File: src/rtl/alu_result_capture.sv
// alu_result_capture: downstream capture stage of the 4-bit ALU.
// Samples the ALU result buses on a valid/ready handshake, selects the
// result for the active op, attaches zero/carry flags and buffers entries
// in a small FIFO for a slower consumer. All outputs come from registers.
// Optional feature macro: ALU_CAPTURE_PARITY_EN adds out_par, the even
// parity over the stored {op, res}, kept per entry.
module alu_result_capture #(
  parameter int unsigned DEPTH = 4,
  parameter int unsigned CNT_W = 8
) (
  input  logic                       clk,
  input  logic                       rst,
  input  logic                       in_valid,
  output logic                       in_ready,
  input  logic [1:0]                 s,
  input  logic [4:0]                 adder,
  input  logic [4:0]                 subs,
  input  logic [2:0]                 comp,
  input  logic [3:0]                 and_op,
  output logic                       out_valid,
  input  logic                       out_ready,
  output logic [1:0]                 out_op,
  output logic [4:0]                 out_res,
  output logic                       out_zero,
  output logic                       out_cy,
  output logic [$clog2(DEPTH):0]     fifo_count,
  output logic [CNT_W-1:0]           ops_done
`ifdef ALU_CAPTURE_PARITY_EN
  ,
  output logic                       out_par
`endif
);

  localparam int unsigned PTR_W = $clog2(DEPTH);
  localparam int unsigned FC_W  = PTR_W + 1;

  typedef struct packed {
    logic [1:0] op;
    logic [4:0] res;
    logic       zero;
    logic       cy;
`ifdef ALU_CAPTURE_PARITY_EN
    logic       par;
`endif
  } entry_t;

  entry_t           mem [DEPTH];
  entry_t           new_entry;
  entry_t           head_q;
  entry_t           head_nxt;
  logic [PTR_W-1:0] wr_ptr;
  logic [PTR_W-1:0] rd_ptr;
  logic [PTR_W-1:0] rd_inc;
  logic [FC_W-1:0]  count_nxt;
  logic             push_c;
  logic             pop_c;

  assign push_c = in_valid & in_ready;
  assign pop_c  = out_valid & out_ready;
  assign rd_inc = rd_ptr + PTR_W'(1);

  // Select the active op's result and derive its flags.
  always_comb begin
    new_entry = '0;
    new_entry.op = s;
    unique case (s)
      2'b00: begin
        new_entry.res = adder;
        new_entry.cy  = adder[4];
      end
      2'b01: begin
        new_entry.res = subs;
        new_entry.cy  = subs[4];
      end
      2'b10:   new_entry.res = {2'b00, comp};
      default: new_entry.res = {1'b0, and_op};
    endcase
    new_entry.zero = (new_entry.res == 5'd0);
`ifdef ALU_CAPTURE_PARITY_EN
    new_entry.par = ^{new_entry.op, new_entry.res};
`endif
  end

  // Next occupancy from the push/pop combination.
  always_comb begin
    count_nxt = fifo_count;
    if (push_c && !pop_c) begin
      count_nxt = fifo_count + FC_W'(1);
    end else if (!push_c && pop_c) begin
      count_nxt = fifo_count - FC_W'(1);
    end
  end

  // Next head: the entry after the popped one, or the new entry when it
  // lands in the head slot (empty FIFO, or single entry popped while pushing).
  always_comb begin
    head_nxt = head_q;
    if (pop_c) begin
      if (fifo_count != FC_W'(1)) begin
        head_nxt = mem[rd_inc];
      end else if (push_c) begin
        head_nxt = new_entry;
      end
    end else if (push_c && (fifo_count == FC_W'(0))) begin
      head_nxt = new_entry;
    end
  end

  // Entry storage; not reset, the registered head masks stale contents.
  always_ff @(posedge clk) begin
    if (push_c) begin
      mem[wr_ptr] <= new_entry;
    end
  end

  // Pointers, occupancy and handshake flags.
  always_ff @(posedge clk or posedge rst) begin
    if (rst) begin
      wr_ptr     <= '0;
      rd_ptr     <= '0;
      fifo_count <= '0;
      in_ready   <= 1'b1;
      out_valid  <= 1'b0;
    end else begin
      if (push_c) wr_ptr <= wr_ptr + PTR_W'(1);
      if (pop_c)  rd_ptr <= rd_inc;
      fifo_count <= count_nxt;
      in_ready   <= (count_nxt != FC_W'(DEPTH));
      out_valid  <= (count_nxt != FC_W'(0));
    end
  end

  // Registered head entry feeding the output ports.
  always_ff @(posedge clk or posedge rst) begin
    if (rst) begin
      head_q <= '0;
    end else begin
      head_q <= head_nxt;
    end
  end

  // Completed-operation counter, wraps naturally.
  always_ff @(posedge clk or posedge rst) begin
    if (rst) begin
      ops_done <= '0;
    end else if (push_c) begin
      ops_done <= ops_done + CNT_W'(1);
    end
  end

  assign out_op   = head_q.op;
  assign out_res  = head_q.res;
  assign out_zero = head_q.zero;
  assign out_cy   = head_q.cy;
`ifdef ALU_CAPTURE_PARITY_EN
  assign out_par  = head_q.par;
`endif

endmodule

File: config.mk
export PLATFORM = sky130hd
export DESIGN_NAME = alu_result_capture
export DESIGN_NICKNAME = d
export VERILOG_FILES = /design/src/rtl/alu_result_capture.sv
export SDC_FILE = /design/constraint.sdc
export NUM_CORES = 1
export LEC_CHECK = 0
export ABC_AREA = 1
export BUFFER_PORTS_ARGS = -buffer_cell sky130_fd_sc_hd__buf_4
export CORE_UTILIZATION = 45
export CTS_CLUSTER_SIZE = 8
export DETAILED_ROUTE_END_ITERATION = 10
export HOLD_SLACK_MARGIN = 0.03
export PLACE_DENSITY_LB_ADDON = 0.12
export SKIP_LAST_GASP = 1
export SLEW_MARGIN = 25
export SYNTH_ARGS = -nofsm -noshare
export SYNTH_HDL_FRONTEND = slang
export SYNTH_SLANG_ARGS = --single-unit
File: constraint.sdc
create_clock -name clk -period 1.5 [get_ports clk]
set_input_delay 0.075 -clock clk [delete_from_list [all_inputs] [get_ports clk]]
set_output_delay 0.075 -clock clk [all_outputs]
set_load 0.1 [all_outputs]
==> results.toml <==
[run_status]
status = "finished clean"

[critical_path]
crit_path_start = "fifo_count[0]"
worst_setup_path_start_kind = "flop"
cp.required_ns = 1.72
r2r_setup_slack_ns = 0.03
crit_path_end = "out_zero"
worst_setup_path_end_kind = "flop"
crit_arrival_ns = 1.69
r2r-start = "fifo_count[0]"
r2r_end = "out_zero"
worstSetupPathType = "flop to flop"
crit_path_max_fanout = 4
worst_r2r_path_depth = 7

[cells_and_area]
nets = 364
insertedDiodeCount = 0
fillCellCount = 491
final_cell_mix = "buf_4, nand2_1, edfxtp_1"
area_growth_pct = 31.3
final_common_cell = "buf_4"
drive_gt1_frac = 0.404

[sta]
hold_slack_ns = 0.0862
fmax_ghz = 0.681
finClkSkew_ns = 0.00952
final-hold-violation-count = 0
min_period_ns = 1.47
tightest_slew_ns = 0.335
worst_slack_ns = 0.0306
drv_slew = 0
rsz0062_at_grt = "yes"
setup_viol = 0
relSlewSlack = 0.777
finalCritPeriodShare = 0.980

[placed_design]
portBuffers = 44
dp_hpwl_um = 4280
dpl_worst_slack_ns = 0.00185
routabilityCongestion = 0.839

[logic_synthesis]
synth-seq-cells = 62
avgSynthCellArea_um2 = 11.0
synth.top_cells.by_area = "edfxtp_1, dfrtp_1, nand2_1, ha_1, nand3_1"
synth_cell_types = 34
yosysTopAreaCellShare = 0.375
syn_nets = 294
yosysTopAreaCell = "edfxtp_1"
synth_cells = 262
ys_seq_area_frac = 0.600
yosysWarningCount = 0
synth_area_um2 = 2890

[global_routing]
grt_pass1_vias = 1866
grt-ovfl-total = 0
grt_pass1_wl_um = 9130
groute.usage.overall = 0.194
grt_max_degree = 27
antenna_found_initial = 0

[run]
drv_cap = 0

[routing]
wl_um = 5820
drc_errors = 0
vias = 2008
drt-initial-drc-count = 77
drt-vias-per-instance = 4.87
antenna_left = 0
drt-wirelength-per-cell_um = 14.1
dr.pass1.iters = 4

[die]
core_um2 = 6060
ioPinCount = 45
die_height_um = 82.1
design.die.area_um2 = 6740
initial_core_util = 0.476
rows = 28
die_x_um = 82.1

[clock_network]
worstSkewPairLatency_ns = 0.33
clk_pin_slew_worst_paths_ns = 0.07
h-tree-depth = 3
cts_made_buffers = 9
cts_tree = "yes"
cts_num_sinks = 62
clockBufferDepth = 2
clockRootBuffer = "clkbuf_8"

[min_path]
min_path_type = "primary input to flop"
registers in the layout (all words and copies together), names as in the netlist:
register	flops
fifo_count	3
in_ready	1
mem	36
ops_done	8
out_cy	1
out_op	2
out_res	5
out_valid	1
out_zero	1
rd_ptr	2
wr_ptr	2
cells in the mapped netlist (all sizes together):
cell and count:
o21ai 19, nor2 17, xor2 10, o211ai 2, inv 32, edfxtp 36
nand4 3, nor3b 1, dfrtp 25, ha 9, a22oi 4, nand3 20
mux2i 2, a22o 1, dfstp 1, buf 4, o22ai 6, a21oi 5
nand2 63, nor3 2
how the worst min path moves through the flow:
stage,from,to,depth (start not counted)
after floorplan,rst,fifo_count[0],1
after global placement,rst,out_res[4],3
after detailed placement,rst,out_op[0],3
after CTS,in_valid,ops_done[1],4
after global routing,s[0],mem[1][7],1
final,in_valid,ops_done[1],4
timing repair:
action	4_1_cts	5_1_grt
resized for setup	0	12
hold buffers	2	0
setup buffers	0	1
endpoints found under the hold margin	29	0
endpoints found under the setup margin	0	17
worst max-delay path, stage by stage, from the launching register on:
cell	delay, ns
dfrtp_4	0.50
ha_4	0.17
a21oi_4	0.23
nand3_1	0.10
o21ai_1	0.20
inv_2	0.04
nand2_1	0.06
nand2_1	0.05
per-layer routing:
metal,vias up,GRT usage,share of wire
met5,-,0,0
met4,0,0.100,0.0091
met3,4,0.0462,0.054
met2,59,0.274,0.45
met1,913,0.276,0.49
li1,1032,-,-
area by class of cell:
class | count | area, um2 | share of cell area
multi-input combinational | 164 | 1070 | 0.282
clock inverter | 5 | 48.8 | 0.0129
sequential | 62 | 1750 | 0.463
inverter | 32 | 145 | 0.0383
clock buffer | 11 | 141 | 0.0373
timing repair buffer | 63 | 541 | 0.143
tap | 75 | 93.8 | 0.0248
cell families (layout without fill, tap and decap cells):
| logic type | count (synthesis) | after routing | share of synthesized area |
|---|---|---|---|
| and+or+nand+nor | 106 | 106 | 0.185 |
| AOI/OAI and AO/OA | 37 | 37 | 0.0785 |
| xor gates and xnor gates | 10 | 10 | 0.0329 |
| adders and majority gates | 9 | 9 | 0.0390 |
| buffers and inverters | 36 | 111 | 0.0572 |
| DFF | 62 | 62 | 0.600 |
| muxes | 2 | 2 | 0.00694 |
stage by stage:
stage	util	area [um2]	cells	TNS, ns
after floorplan	-	2950	262	-3.27
after global placement	0.581	3520	393	0
after detailed placement	0.581	3520	393	0
after CTS	0.616	3730	411	0
after global routing	0.626	3790	412	-0.165
final	0.626	3790	412	0
Power is left out: the tool's default activity adds up to more than one toggle a clock period on the data nets, which glitch-free logic cannot reach.
